==> src/rtl/spi_sequencer_if.sv <==
// Bus window and shifter handshake bundle for spi_sequencer.
// The slave modport is the sequencer's view; master is the host/shifter side.
interface spi_sequencer_if;
    logic       bus_addr;
    logic       bus_wr;
    logic       bus_rd;
    logic [7:0] bus_wrdata;
    logic [7:0] bus_rddata;
    logic [7:0] sh_txdata;
    logic       sh_txstart;
    logic [7:0] sh_rxdata;
    logic       sh_busy;
    logic       sh_slow;
    logic       spi_cs_n;

    modport slave (
        input  bus_addr, bus_wr, bus_rd, bus_wrdata,
        input  sh_rxdata, sh_busy,
        output bus_rddata, sh_txdata, sh_txstart,
        output sh_slow, spi_cs_n
    );

    modport master (
        output bus_addr, bus_wr, bus_rd, bus_wrdata,
        output sh_rxdata, sh_busy,
        input  bus_rddata, sh_txdata, sh_txstart,
        input  sh_slow, spi_cs_n
    );
endinterface

==> src/rtl/spi_sequencer.sv <==
// DATA/CTRL register window with TX/RX FIFOs driving an SPI byte shifter.
// Define SPI_SEQ_AUTOTX_EN to enable FF auto-push on DATA reads (CTRL bit2).
module spi_sequencer #(
    parameter int FIFO_DEPTH = 4
) (
    input  logic           clk,
    input  logic           rst,
    spi_sequencer_if.slave bus
);
    localparam int AW = $clog2(FIFO_DEPTH);
    localparam logic [AW:0] DEPTH_C = (AW+1)'(FIFO_DEPTH);

    typedef enum logic [1:0] {S_IDLE, S_START, S_WAIT} state_t;

    state_t        r_state;
    state_t        w_next;
    logic [7:0]    r_tx_mem [FIFO_DEPTH];
    logic [7:0]    r_rx_mem [FIFO_DEPTH];
    logic [AW-1:0] r_tx_wp, r_tx_rp, r_rx_wp, r_rx_rp;
    logic [AW:0]   r_tx_cnt, r_rx_cnt;
    logic          r_sel, r_slow, r_txovf, r_rxovf;
    logic          w_auto, w_auto_push;

    logic w_data_wr, w_ctrl_wr, w_tx_full, w_tx_empty;
    logic w_rx_full, w_rx_empty, w_tx_pop, w_rx_pop;
    logic w_tx_req, w_tx_push, w_tx_drop;
    logic w_rx_req, w_rx_push, w_rx_drop, w_busy;
    logic [7:0] w_tx_din, w_status;

    assign w_data_wr  = bus.bus_wr & ~bus.bus_addr;
    assign w_ctrl_wr  = bus.bus_wr & bus.bus_addr;
    assign w_tx_full  = (r_tx_cnt == DEPTH_C);
    assign w_tx_empty = (r_tx_cnt == '0);
    assign w_rx_full  = (r_rx_cnt == DEPTH_C);
    assign w_rx_empty = (r_rx_cnt == '0);
    assign w_tx_pop   = (r_state == S_START);
    assign w_rx_pop   = bus.bus_rd & ~bus.bus_addr & ~w_rx_empty;

`ifdef SPI_SEQ_AUTOTX_EN
    logic r_auto;
    always_ff @(posedge clk or posedge rst) begin
        if (rst)            r_auto <= 1'b0;
        else if (w_ctrl_wr) r_auto <= bus.bus_wrdata[2];
    end
    assign w_auto      = r_auto;
    assign w_auto_push = r_auto & w_rx_pop;
`else
    assign w_auto      = 1'b0;
    assign w_auto_push = 1'b0;
`endif

    // A full FIFO still accepts a push when it is popped in the same cycle
    assign w_tx_req  = w_data_wr | w_auto_push;
    assign w_tx_din  = w_data_wr ? bus.bus_wrdata : 8'hFF;
    assign w_tx_push = w_tx_req & (~w_tx_full | w_tx_pop);
    assign w_tx_drop = w_tx_req & w_tx_full & ~w_tx_pop;
    assign w_rx_req  = (r_state == S_WAIT) & ~bus.sh_busy;
    assign w_rx_push = w_rx_req & (~w_rx_full | w_rx_pop);
    assign w_rx_drop = w_rx_req & w_rx_full & ~w_rx_pop;

    assign w_busy   = (r_state != S_IDLE) | ~w_tx_empty;
    assign w_status = {w_busy, w_tx_full, w_rx_empty, r_txovf,
                       r_rxovf, w_auto, r_slow, r_sel};

    always_comb begin
        w_next = r_state;
        unique case (r_state)
            S_IDLE:  if (!w_tx_empty && !bus.sh_busy) w_next = S_START;
            S_START: w_next = S_WAIT;
            S_WAIT:  if (!bus.sh_busy) w_next = S_IDLE;
            default: w_next = S_IDLE;
        endcase
    end

    always_ff @(posedge clk or posedge rst) begin
        if (rst) r_state <= S_IDLE;
        else     r_state <= w_next;
    end

    always_ff @(posedge clk or posedge rst) begin
        if (rst) begin
            r_sel   <= 1'b0;
            r_slow  <= 1'b0;
            r_txovf <= 1'b0;
            r_rxovf <= 1'b0;
        end else begin
            if (w_ctrl_wr) begin
                r_sel  <= bus.bus_wrdata[0];
                r_slow <= bus.bus_wrdata[1];
            end
            r_txovf <= w_tx_drop |
                       (r_txovf & ~(w_ctrl_wr & bus.bus_wrdata[4]));
            r_rxovf <= w_rx_drop |
                       (r_rxovf & ~(w_ctrl_wr & bus.bus_wrdata[3]));
        end
    end

    always_ff @(posedge clk or posedge rst) begin
        if (rst) begin
            r_tx_wp  <= '0;
            r_tx_rp  <= '0;
            r_tx_cnt <= '0;
            r_rx_wp  <= '0;
            r_rx_rp  <= '0;
            r_rx_cnt <= '0;
        end else begin
            if (w_tx_push) r_tx_wp <= r_tx_wp + 1'b1;
            if (w_tx_pop)  r_tx_rp <= r_tx_rp + 1'b1;
            if (w_rx_push) r_rx_wp <= r_rx_wp + 1'b1;
            if (w_rx_pop)  r_rx_rp <= r_rx_rp + 1'b1;
            r_tx_cnt <= r_tx_cnt + (AW+1)'(w_tx_push)
                                 - (AW+1)'(w_tx_pop);
            r_rx_cnt <= r_rx_cnt + (AW+1)'(w_rx_push)
                                 - (AW+1)'(w_rx_pop);
        end
    end

    always_ff @(posedge clk) begin
        if (w_tx_push) r_tx_mem[r_tx_wp] <= w_tx_din;
        if (w_rx_push) r_rx_mem[r_rx_wp] <= bus.sh_rxdata;
    end

    assign bus.sh_txstart = (r_state == S_START);
    assign bus.sh_txdata  = (r_state == S_START) ? r_tx_mem[r_tx_rp] : 8'h00;
    assign bus.sh_slow    = r_slow;
    assign bus.spi_cs_n   = ~r_sel;
    assign bus.bus_rddata = bus.bus_addr ? w_status :
                            (w_rx_empty ? 8'h00 : r_rx_mem[r_rx_rp]);
endmodule
==> src/flat_wrapper.sv <==
// flat-port wrapper written by rule: the top's interface ports become plain ports
module spi_sequencer_flat 
#(
    parameter int FIFO_DEPTH = 4
)
  (clk, rst, bus_bus_addr, bus_bus_wr, bus_bus_rd, bus_bus_wrdata, bus_sh_rxdata, bus_sh_busy, bus_bus_rddata, bus_sh_txdata, bus_sh_txstart, bus_sh_slow, bus_spi_cs_n);
  spi_sequencer_if bus_i ();
  input  logic clk;
  input  logic rst;
  input wire logic [$bits(bus_i.bus_addr)-1:0] bus_bus_addr;
  input wire logic [$bits(bus_i.bus_wr)-1:0] bus_bus_wr;
  input wire logic [$bits(bus_i.bus_rd)-1:0] bus_bus_rd;
  input wire logic [$bits(bus_i.bus_wrdata)-1:0] bus_bus_wrdata;
  input wire logic [$bits(bus_i.sh_rxdata)-1:0] bus_sh_rxdata;
  input wire logic [$bits(bus_i.sh_busy)-1:0] bus_sh_busy;
  output wire logic [$bits(bus_i.bus_rddata)-1:0] bus_bus_rddata;
  output wire logic [$bits(bus_i.sh_txdata)-1:0] bus_sh_txdata;
  output wire logic [$bits(bus_i.sh_txstart)-1:0] bus_sh_txstart;
  output wire logic [$bits(bus_i.sh_slow)-1:0] bus_sh_slow;
  output wire logic [$bits(bus_i.spi_cs_n)-1:0] bus_spi_cs_n;
  assign bus_i.bus_addr = bus_bus_addr;
  assign bus_i.bus_wr = bus_bus_wr;
  assign bus_i.bus_rd = bus_bus_rd;
  assign bus_i.bus_wrdata = bus_bus_wrdata;
  assign bus_i.sh_rxdata = bus_sh_rxdata;
  assign bus_i.sh_busy = bus_sh_busy;
  assign bus_bus_rddata = bus_i.bus_rddata;
  assign bus_sh_txdata = bus_i.sh_txdata;
  assign bus_sh_txstart = bus_i.sh_txstart;
  assign bus_sh_slow = bus_i.sh_slow;
  assign bus_spi_cs_n = bus_i.spi_cs_n;
  spi_sequencer #(.FIFO_DEPTH(FIFO_DEPTH)) u_core (.clk(clk), .rst(rst), .bus(bus_i));
endmodule
==> config.mk <==
export PLATFORM = sky130hd
export DESIGN_NAME = spi_sequencer_flat
export DESIGN_NICKNAME = d
export VERILOG_FILES = /design/src/rtl/spi_sequencer_if.sv /design/src/rtl/spi_sequencer.sv /design/src/flat_wrapper.sv
export SDC_FILE = /design/constraint.sdc
export NUM_CORES = 1
export LEC_CHECK = 0
export BUFFER_PORTS_ARGS = -buffer_cell sky130_fd_sc_hd__buf_2
export CORE_MARGIN = 5
export CORE_UTILIZATION = 53
export CTS_BUF_LIST = sky130_fd_sc_hd__clkbuf_16
export CTS_CLUSTER_SIZE = 28
export DETAILED_ROUTE_END_ITERATION = 8
export GPL_TIMING_DRIVEN = 0
export PLACE_DENSITY = 0.73
export SKIP_LAST_GASP = 1
export SLEW_MARGIN = 20
export SYNTH_ARGS = -nofsm -noshare
export SYNTH_HDL_FRONTEND = slang
export SYNTH_SLANG_ARGS = --single-unit
==> constraint.sdc <==
create_clock -name clk -period 2.5 [get_ports clk]
set_input_delay 0.5 -clock clk [delete_from_list [all_inputs] [get_ports clk]]
set_output_delay 0.5 -clock clk [all_outputs]
set_load 0.02 [all_outputs]
==> summary.md <==
| Metric | Value |
|---|---|
| Status | finished, final reports clean |
| Mapped Cells | approximately 210 |
| DP Area | 3900 µm² |
| RSZ-0062 raised after global routing | false |
| Mapped cell area | 3600 µm² |
| XOR/XNOR Fraction of Synth Area | 2.43% |
| Final worst-path cycle share | 93.6% |
| Worst-path clk slew | 0.06 ns |
| Max-cap violations | 0 |
| Startpoint Class | flip-flop |
| Via density | 5.38 |
| Vias in the first global route | 1966 |
| WHS | 0.298 ns |
| CTS root buffer | clkbuf_16 |
| FMAX | roughly 0.43 GHz |
| Synthesized Nets | 245 |
| Synth cell types | 35 |
| GRT overflow | 0 |
| Yosys warning count | 0 |
| Initial Util | 53.8% |
| DRT Pass-1 Iters | 4 |
| Largest family of logic cells by synthesized area | multiplexers |
| H-tree depth | 3 |
| Worst R2R End | u_core.r_rx_cnt[2]$_DFF_PP0_ |
| Slew @ Worst Pin | 0.768 ns |
| IR Drop Worst-Case VDD | 0.573 mV |
| Pwr/cell area | 1080 nW/µm² |
| Crit path capture type | primary output |
| DIE AREA | 8530 µm² |
| Core Rows | 30 |
| Vias | 1851 |
| Share of cells above drive strength 1 | 32.2% |
| Compound-gate portion of the synthesized area | 3.30% |
| Drt total wl | 5940 µm |
| Clk sinks | 84 |
| Tot GR Track Use | 15.6% |
| Simple-Gate Fraction of Synth Area | 8.10% |
| Initial drt markers | 62 |
| Reg2reg setup slack | 0.27 ns |
| I/O Pins | 41 |
| Rel. slew slack | roughly 49% |
| Final Hold Vio Count | 0 |
| Setup TNS Final | 0 ns |
| Area Growth Syn to Fin | 16.6% |
| Largest net degree at the start of global routing | 21 |
| CP max FO | 10 |
| Avg Inst Size Synth | around 17 µm² |
| Sequential-to-total area share from yosys stat | between 60% and 70% |
| Required @ worst endpoint | 2.00 ns |
| ANT cells | 0 |
| CTS Buf Count | 9 |
| Worst-case reg-to-reg path depth | 8 |
| Core Area | 6680 µm² |
| Post-Synth Adder-Cell Area | around 5.3% |
| Drt drc | 0 |
| Mux contribution to synthesized area | 11.4% |
| Final setup fails | 0 |
| Max-slew violation count | 0 |
| Reg2Reg Launch Point | u_core.r_rx_cnt[2]$_DFF_PP0_ |
| Port bufs | 40 |
| First-pass GRT wire length | 9950 µm |
| Min-Delay Path Class | input port to async pin |
| Setup Skew | 0.00451 ns |
| LEAKAGE | 1.61 nW |
| Nets | 295 |
| Post-route cell area | 4200 µm² |
| Synth Register Bits | 84 |
| Die H | 92.4 µm |
| CTS tree | built |
| Dpl ws | a little under 0.1 ns |
| Final worst setup slack | 0.161 ns |
| WS Path Type | flip-flop to primary output |
| Initial antenna violation count | 0 |
| DPL Wire Length | 4190 µm |
| Drt wl/cell | between 15 and 20 µm |
| CTS max path bufs | 2 |
| Number of nets with antenna violations after routing | 0 |
| Critical path data arrival time | 1.84 ns |
| Chip Width | just over 90 µm |
| Placer Congestion | around 0.73 |
| Utilization after layout | 62.8% |
| Worst skew pair latency | 0.33 ns |
| Min Tclk post-route | 2.34 ns |
-- critical path, stage by stage (launching register included) --
cell,delay [ns]
dfrtp_1,0.32
clkbuf_4,0.25
mux4_2,0.52
a22o_1,0.25
buf_2,0.16
-- worst max-delay path by stage --
stage / from / end / slack [ns] / cells past startpoint
final: u_core.r_rx_rp[0]$_DFFE_PP0P_ / bus_bus_rddata[7] / 0.16 / 4
after global routing: u_core.r_rx_rp[0]$_DFFE_PP0P_ / bus_bus_rddata[7] / 0.06 / 4
after CTS: u_core.r_rx_rp[0]$_DFFE_PP0P_ / bus_bus_rddata[7] / 0.07 / 4
after detailed placement: bus_bus_addr / u_core.r_tx_cnt[2]$_DFF_PP0_ / 0.1 / 8
after global placement: bus_bus_addr / u_core.r_tx_cnt[2]$_DFF_PP0_ / 0.11 / 8
after floorplan: u_core.r_rx_cnt[2]$_DFF_PP0_ / u_core.r_rx_cnt[2]$_DFF_PP0_ / 0.39 / 8
-- timing repair --
action	4_1_cts	5_1_grt
resized for setup	1	1
setup buffers	0	0
hold buffers	0	0
setup endpoints to repair	1	1
-- layer usage --
layer	vias up	global-route usage, %	wire (µm)
met3	8	3.09	233
li1	883	-	-
met5	-	0	0
met4	0	7.05	71
met2	38	27.4	3190
met1	922	18.5	2440
-- layout by cell type (no fill, tap or decap), types with 2 or more instances in the layout --
cell type    n
a22o_1       6
and2_1      17
buf_2       41
clkbuf_1     2
clkbuf_16    9
clkinvlp_4   2
dfrtp_1     20
edfxtp_1    64
fa_1         2
ha_1        12
inv_1       14
inv_6        3
mux2_2       2
mux4_2      16
nand2_1      8
nand2b_1     8
nand3_1      2
nor2_1       4
xnor2_1      7
xor2_1       3
-- registers in the layout, summed over array words and instances, names as in the netlist --
name	cells
u_core.r_tx_wp	2
u_core.r_tx_rp	2
u_core.r_tx_mem	32
u_core.r_sel	1
u_core.r_rxovf	1
u_core.r_rx_wp	2
u_core.r_rx_mem	32
u_core.r_rx_rp	2
u_core.r_rx_cnt	3
u_core.r_tx_cnt	3
u_core.r_state	2
u_core.r_txovf	1
u_core.bus.sh_slow	1
-- final cells by class --
type | instances | area [µm²]
repair buffers | 40 | 200
clock buffers | 9 | 225
plain buffers | 4 | 20.0
multi-input cells | 105 | 1100
flip-flops and latches | 84 | 2420
fillers | 496 | 2490
clock inverters | 7 | 68.8
well taps | 80 | 100
inverters | 15 | 56.3
-- cell families after synthesis --
group / Yosys count
DFF: 84
and+or+nand+nor: 49
buffers and inverters: 20
muxes: 20
adders and majority gates: 14
AOI/OAI and AO/OA: 12
xor gates and xnor gates: 10
-- through the flow --
| stage | power, W | std cells |
|---|---|---|
| detailed placement | 0.00333 | 329 |
| global route | 0.00482 | 344 |
| floorplan | 0.00297 | 209 |
| global placement | 0.00328 | 329 |
| finish | 0.00455 | 344 |
| CTS | 0.00461 | 345 |
-- synth_stat cells, drive strengths merged --
master	number	area, µm²
and2	17	106
nor2	4	15.0
nand2b	9	58.8
and2b	1	7.51
a21boi	1	18.8
nor4	1	6.26
buf	2	10.0
ha	12	150
a31oi	2	27.5
xor2	3	26.3
or3b	1	11.3
inv	15	56.3
a22o	6	52.6
dfrtp	20	500
mux4	16	360
a21bo	1	10.0
edfxtp	64	1920
nand3	2	10.0
mux2	4	48.8
clkbuf	3	11.3
xnor2	7	61.3
nand2	8	30.0
nand3b	1	7.51
nor3	2	10.0
or2b	1	8.76
fa	2	40.0
nor3b	2	20.0
o21ai	2	10.0
-- where the power goes --
part	switching, W	total [W]	internal (W)
clock network	0.000566	0.00126	0.000698
registers	0.000174	0.00192	0.00175
logic	0.000709	0.00136	0.000650
total	0.00145	0.00455	0.00310
(Power assumes the default switching activity.)
